[src/rtl/btn_pkg.sv]
// Shared definitions for the push-button front end: bit positions,
// direction codes and the per-channel debounce state type.
package btn_pkg;

    localparam int BTN_U = 3;
    localparam int BTN_D = 2;
    localparam int BTN_L = 1;
    localparam int BTN_R = 0;

    typedef enum logic [1:0] {
        DIR_U = 2'd0,
        DIR_D = 2'd1,
        DIR_L = 2'd2,
        DIR_R = 2'd3
    } dir_e;

    typedef enum logic [1:0] {
        IDLE,
        PRESS_WAIT,
        PRESSED,
        RELEASE_WAIT
    } chan_state_e;

endpackage

[src/rtl/button_conditioner_debounce_channel.sv]
// One button channel: two-flop synchroniser followed by a debounce FSM.
// Produces a clean level and one-cycle press/release pulses.
module debounce_channel
    import btn_pkg::*;
#(
    parameter int DEBOUNCE_CYCLES = 1_000_000,
    parameter int CNT_W           = 20
) (
    input  logic i_clk,
    input  logic i_rst,
    input  logic i_raw,
    output logic o_level,
    output logic o_press,
    output logic o_release
);

    localparam logic [CNT_W-1:0] LAST_CNT = CNT_W'(DEBOUNCE_CYCLES - 1);

    logic             r_meta;
    logic             r_sync;
    chan_state_e      r_state;
    logic [CNT_W-1:0] r_cnt;
    logic             r_level;
    logic             r_press;
    logic             r_release;

    always_ff @(posedge i_clk or posedge i_rst) begin
        if (i_rst) begin
            r_meta <= 1'b0;
            r_sync <= 1'b0;
        end else begin
            r_meta <= i_raw;
            r_sync <= r_meta;
        end
    end

    // A single contrary sample in either wait state throws away the count.
    always_ff @(posedge i_clk or posedge i_rst) begin
        if (i_rst) begin
            r_state   <= IDLE;
            r_cnt     <= '0;
            r_level   <= 1'b0;
            r_press   <= 1'b0;
            r_release <= 1'b0;
        end else begin
            r_press   <= 1'b0;
            r_release <= 1'b0;
            case (r_state)
                IDLE: begin
                    if (r_sync) begin
                        r_state <= PRESS_WAIT;
                        r_cnt   <= '0;
                    end
                end
                PRESS_WAIT: begin
                    if (!r_sync) begin
                        r_state <= IDLE;
                        r_cnt   <= '0;
                    end else if (r_cnt == LAST_CNT) begin
                        r_state <= PRESSED;
                        r_cnt   <= '0;
                        r_level <= 1'b1;
                        r_press <= 1'b1;
                    end else begin
                        r_cnt <= r_cnt + CNT_W'(1);
                    end
                end
                PRESSED: begin
                    if (!r_sync) begin
                        r_state <= RELEASE_WAIT;
                        r_cnt   <= '0;
                    end
                end
                RELEASE_WAIT: begin
                    if (r_sync) begin
                        r_state <= PRESSED;
                        r_cnt   <= '0;
                    end else if (r_cnt == LAST_CNT) begin
                        r_state   <= IDLE;
                        r_cnt     <= '0;
                        r_level   <= 1'b0;
                        r_release <= 1'b1;
                    end else begin
                        r_cnt <= r_cnt + CNT_W'(1);
                    end
                end
                default: begin
                    r_state <= IDLE;
                    r_cnt   <= '0;
                end
            endcase
        end
    end

    assign o_level   = r_level;
    assign o_press   = r_press;
    assign o_release = r_release;

endmodule

[src/rtl/button_conditioner.sv]
// Conditions the four game buttons and turns fresh presses into a single
// prioritised direction request (U > D > L > R).
module button_conditioner
    import btn_pkg::*;
#(
    parameter int DEBOUNCE_CYCLES = 1_000_000,
    parameter int CNT_W           = 20
) (
    input  logic       i_clk,
    input  logic       i_rst,
    input  logic [3:0] i_btn_raw,
    output logic [3:0] o_btn_level,
    output logic [3:0] o_btn_press,
    output logic [3:0] o_btn_release,
    output logic       o_dir_valid,
    output logic [1:0] o_dir_code
);

    logic [3:0] w_level;
    logic [3:0] w_press;
    logic [3:0] w_release;
    dir_e       w_dir_code;
    logic       r_dir_valid;
    dir_e       r_dir_code;

    for (genvar g = 0; g < 4; g++) begin : g_chan
        debounce_channel #(
            .DEBOUNCE_CYCLES(DEBOUNCE_CYCLES),
            .CNT_W          (CNT_W)
        ) u_chan (
            .i_clk    (i_clk),
            .i_rst    (i_rst),
            .i_raw    (i_btn_raw[g]),
            .o_level  (w_level[g]),
            .o_press  (w_press[g]),
            .o_release(w_release[g])
        );
    end

    always_comb begin
        w_dir_code = DIR_U;
        if (w_press[BTN_U]) begin
            w_dir_code = DIR_U;
        end else if (w_press[BTN_D]) begin
            w_dir_code = DIR_D;
        end else if (w_press[BTN_L]) begin
            w_dir_code = DIR_L;
        end else if (w_press[BTN_R]) begin
            w_dir_code = DIR_R;
        end
    end

    // The code register only loads on a press so consumers see it hold.
    always_ff @(posedge i_clk or posedge i_rst) begin
        if (i_rst) begin
            r_dir_valid <= 1'b0;
            r_dir_code  <= DIR_U;
        end else begin
            r_dir_valid <= |w_press;
            if (|w_press) begin
                r_dir_code <= w_dir_code;
            end
        end
    end

    assign o_btn_level   = w_level;
    assign o_btn_press   = w_press;
    assign o_btn_release = w_release;
    assign o_dir_valid   = r_dir_valid;
    assign o_dir_code    = r_dir_code;

endmodule

[config.mk]
export PLATFORM = sky130hd
export DESIGN_NAME = button_conditioner
export DESIGN_NICKNAME = d
export VERILOG_FILES = /design/src/rtl/btn_pkg.sv /design/src/rtl/button_conditioner_debounce_channel.sv /design/src/rtl/button_conditioner.sv
export SDC_FILE = /design/constraint.sdc
export NUM_CORES = 1
export LEC_CHECK = 0
export ABC_AREA = 0
export BUFFER_PORTS_ARGS = -buffer_cell sky130_fd_sc_hd__buf_2
export CAP_MARGIN = 20
export CORE_ASPECT_RATIO = 1.4
export CORE_MARGIN = 2
export CORE_UTILIZATION = 55
export CTS_CLUSTER_DIAMETER = 30
export DETAILED_ROUTE_END_ITERATION = 16
export GPL_ROUTABILITY_DRIVEN = 0
export PLACE_DENSITY = 0.69
export SYNTH_ARGS = -nofsm -noshare
export SYNTH_HDL_FRONTEND = slang
export SYNTH_SLANG_ARGS = --single-unit
[constraint.sdc]
create_clock -name i_clk -period 6.1 [get_ports i_clk]
set_input_delay 0.61 -clock i_clk [delete_from_list [all_inputs] [get_ports i_clk]]
set_output_delay 0.61 -clock i_clk [all_outputs]
set_load 0.02 [all_outputs]
* Yosys cells after proc, flatten, opt, wreduce, memory -nomap -nowiden
Index checks and enable logic that the tools add are counted.
Word-level totals: bits in registers 111, output and inout port bits 15, logic and storage cells 199
Cells by class: reduce and logical (&&, ||, !) cells 21, equal/unequal tests 48, multiplexer cells 96, $add $sub $neg 4
Operators by type and width (number):
- $mux 20 | 20
- $pmux 20 s4 | 4
- $add 20x1->20 const B | 4
- $eq 20x20->1 const B | 4
- $mux 2 | 28
- $mux 1 | 36
- $ne 2x1->1 const B | 16
- $pmux 2 s4 | 4
- $reduce_and 5->1 | 4
- $eq 2x2->1 const B | 8
- $ne 2x2->1 const B | 8
- $reduce_and 4->1 | 4
- $ne 3x1->1 const B | 4
- $ne 3x3->1 const B | 4
- $eq 2x1->1 const B | 4
- $logic_not 2->1 | 4
- $pmux 1 s2 | 4
- $reduce_and 2->1 | 4
- $reduce_bool 2->1 | 4
- $reduce_or 4->1 | 1

* Longest topological paths before layout
word-level depth 4, mapped depth 8, gate-level depth less buffers 6

* Hierarchy
A second synthesis with hierarchy kept.
Second synthesis, totals: cell total of the unflattened synthesis 635, area, all modules 5997.0 sq um
By module, submodules not included:
- debounce_channel (g_chan[0].u_chan ...) | instances 3, area each 1466.4 sq um, cells an instance 153, seq. area each 675.6 sq um
- debounce_channel (g_chan[3].u_chan) | instances 1, area each 1485.2 sq um, cells an instance 166, seq. area each 675.6 sq um
- button_conditioner | instances 1, area each 112.6 sq um, cells an instance 10, seq. area each 75.1 sq um

* Worst setup path before layout
OpenSTA, ideal clock, no wires.
path type register -> register, start register g_chan[0].u_chan.r_cnt[0], end register g_chan[0].u_chan.r_cnt[16], stages on the path, launching flop included 7, clock period less this slack 1.941 ns, setup time 0.069 ns, required time 6.031 ns, path slack 4.159 ns, arrival 1.872 ns, cells stage by stage dfrtp_1 ha_1 and4_1 and4_1 a21o_1 or4_1 nand3_1
Between the ends: word-level cells in the longest chain between the ends 4, elaborated cells on any way between the ends 6, those cells by class add/sub: 1; eq/ne: 1; mux: 4
RTL lines:
- from (decl) | line button_conditioner_debounce_channel.sv:22 | logic [CNT_W-1:0] r_cnt;
- from (signal assigned) | line button_conditioner_debounce_channel.sv:65 | r_cnt <= r_cnt + CNT_W'(1);
- from (signal assigned) | line button_conditioner_debounce_channel.sv:84 | r_cnt <= r_cnt + CNT_W'(1);
- $add 20x1->20 or $eq 20x20->1 (tied branches)
- $mux 20 * | line button_conditioner_debounce_channel.sv:59, button_conditioner_debounce_channel.sv:78
- $mux 20 (on tied branches) | line button_conditioner_debounce_channel.sv:75, button_conditioner_debounce_channel.sv:56
- $pmux 20 s4 * | line button_conditioner_debounce_channel.sv:48 | case (r_state)
Mark *: on every way between the ends. The rest lies on a longest branch, timed or not. A chain may end at the register's enable or synchronous reset.

* Worst setup path after layout
start register g_chan[0].u_chan.r_cnt[0], end register g_chan[0].u_chan.r_cnt[15]
Same word-level chain as after synthesis.

==> out/qor.yml <==
path_max_fanout: 27
synth-edff-count: 0
yosys-top-cells-count: "dfrtp_1 (111), nand2_1 (73), a31oi_1 (50), nand3_1 (49), a21oi_1 (39)"
ys_ff_latch: 111
final.setup_skew_ps: 6.19
root_buffer: "clkbuf_16"
fillCellCount: 848
vias: 4524
final_hold_viol_count: 0
final_util_pct: 61.2
post_cts_resized: 0
cap_violations: 0
hpwl_mm: 7.42
critPathArrivalTime_ps: 2810
start_util_pct: 56.9
via_per_inst: 6.14
grt_pass1_wl_mm: 19.7
wl_per_cell_um: 15.3
grt.total_usage_pct: 21.3
status: "completed"
die_area_um2: 11100
worstPathRequired_ps: 6370
place_area_um2: 5760
postCtsHoldBufs: 0
antenna_found_initial: 0
die_h_um: 124
yosysWarnings: 0
drive_gt1_share_pct: 10.5
coreArea_um2: 9950
grt_pass1_vias: 4288
top_usage_layer: "met2"
cts_tree: "done"
grtUsageMet1_pct: 27.0
nNetsFinal: 607
power_density_nw_per_um2: 337
pin_count: 21
cts-htree-levels: 3
slew_headroom_pct: 28.9
antenna_cells: 0
netlist_instances: 594
synth-seq-area-share_pct: 49.0
yosys.cell_types.count: 54
cts-buffers-inserted: 9
ir_worst_vdd_v: 0.000200
drc_errors: 0
synth_top_cell_by_area: "dfrtp_1"
final-setup-viol-count: 0
endpoint_kind: "flop"
netlist_area_um2: 5660
regArea_um2: 2780
first_pass_iters: 5
clkTransAtPathRegs_ps: 70
grt_max_degree: 58
fmax_mhz: 395
rows: 43
clk-insertion-delay-late_ps: 350
multiInputGateArea_um2: 2650
ys.flop_type: "dfrtp_1"
yosysTopAreaCellShare_pct: 49.0
finalCriticalPeriod_ps: 2530
synth_area_leaders: "dfrtp_1 (49%), a31oi_1 (5.5%), nand2_1 (4.8%)"
ant_nets: 0
portBuffers: 20
die_w_um: 89.8
first_iter_violations: 217
post-cts-setup-buffer-count: 0
grt_util_met2_pct: 36.9
min_path_type: "in2async"
maxSlewViolCount: 0
synthArstFlopShare_pct: 100
yosysMostFrequentCell: "dfrtp_1"
final_area_um2: 6100
rsz0062_at_grt: "no"
period_share_pct: 41.5
area_delta_synth_final_pct: 7.64
tns_ps: 0
grt.met3_usage_pct: 4.05
leakage_nw: 2.62
syn-mean-instance-area_um2: 9.53
synth_fp_nets: 604
drt_wl_total_mm: 11.3
tightest_slew_ps: 1070
startpoint_type: "flop"
total_power_mw: 2.05
grt_overflow: 0
cts.sinks: 111
clk_path_buf_depth: 2
path_class: "reg2reg"
==> critical path: stages (launching register included) <==
cell,delay [ps]
dfrtp_1,420
ha_1,280
and4_1,260
and4_1,220
a21oi_2,800
o21ai_0,240
a31oi_1,220
==> where the power goes <==
group	internal (mW)	total [mW]	switching (mW)
clock	0.343	0.611	0.268
combinational	0.186	0.570	0.384
sequential	0.796	0.872	0.0762
==> final timing paths <==
kind,startpoint,to,slack (ps),depth (start not counted)
min in group i_clk,g_chan[3].u_chan.r_meta,g_chan[3].u_chan.r_sync,360,0
worst max-delay path,g_chan[0].u_chan.r_cnt[0],g_chan[0].u_chan.r_cnt[15],3570,6
max in group asynchronous,i_rst,g_chan[0].u_chan.r_state[0],4580,3
worst min-delay path,i_rst,g_chan[3].u_chan.r_cnt[10],360,2
worst min register to register,g_chan[3].u_chan.r_meta,g_chan[3].u_chan.r_sync,360,0
worst max register to register,g_chan[0].u_chan.r_cnt[0],g_chan[0].u_chan.r_cnt[15],3570,6
==> metal layers <==
metal  routed length (um)  part of all wire, %
met3                  328                  2.9
met5                    0                    0
met4                  228                  2.0
met1                 5160                   46
met2                 5550                   49
==> registers in the layout (all words and copies together), names as in the netlist, named ones only <==
register	flops
o_dir_code	2
g_chan.u_chan.r_cnt	80
g_chan.u_chan.r_meta	4
o_dir_valid	1
g_chan.u_chan.o_release	4
g_chan.u_chan.r_state	4
g_chan.u_chan.r_sync	4
g_chan.u_chan.o_press	4
g_chan.u_chan.o_level	4
==> cell families after synthesis <==
family                   Yosys count  synth area share (%)
AO/OA/AOI/OAI                    167                  18.4
flip-flops                       111                  49.0
multiplexers                       7                  1.39
buffers and inverters             45                  4.26
AND/OR/NAND/NOR                  253                  24.9
XOR/XNOR                           7                  1.08
adder cells (fa/ha/maj)            4                 0.884
==> per-stage QoR <==
stage          hold slack, ps  std cells  setup slack, ps
2_1_floorplan             331        594             2560
3_3_place_gp              335        719             3630
3_5_place_dp              348        719             3400
4_1_cts                   351        735             3390
5_1_grt                   351        737             3420
6_report                  358        737             3570
==> placed cells by master, fill, tap and decap left out, types with 3 or more instances in the layout <==
master,n
dfrtp_1,111
nand2_1,73
a31oi_1,50
nand3_1,49
a21oi_1,38
o21ai_0,31
nor2_1,24
buf_2,20
nor3_1,18
inv_1,13
nand4_1,13
nand2b_1,12
a41oi_1,12
a21o_1,11
and3_1,10
clkbuf_16,9
or3_1,7
xor2_1,6
or4_1,6
nor3b_1,6
and4_1,6
a22o_1,6
nor4_4,5
a21oi_2,4
or2_2,4
o211ai_1,4
nor2b_1,4
ha_1,4
nor4_1,3
o22ai_1,3
mux2i_1,3
==> area by class of cell <==
class                      count  share of cell area, %
sequential                   111                   45.6
clock inverter                 4                  0.862
multi-input combinational    438                   43.4
tap                          135                   2.77
timing repair buffer          23                   2.26
clock buffer                  12                   4.21
inverter                      14                  0.903
No activity file was read; power rests on OpenSTA's default activity.
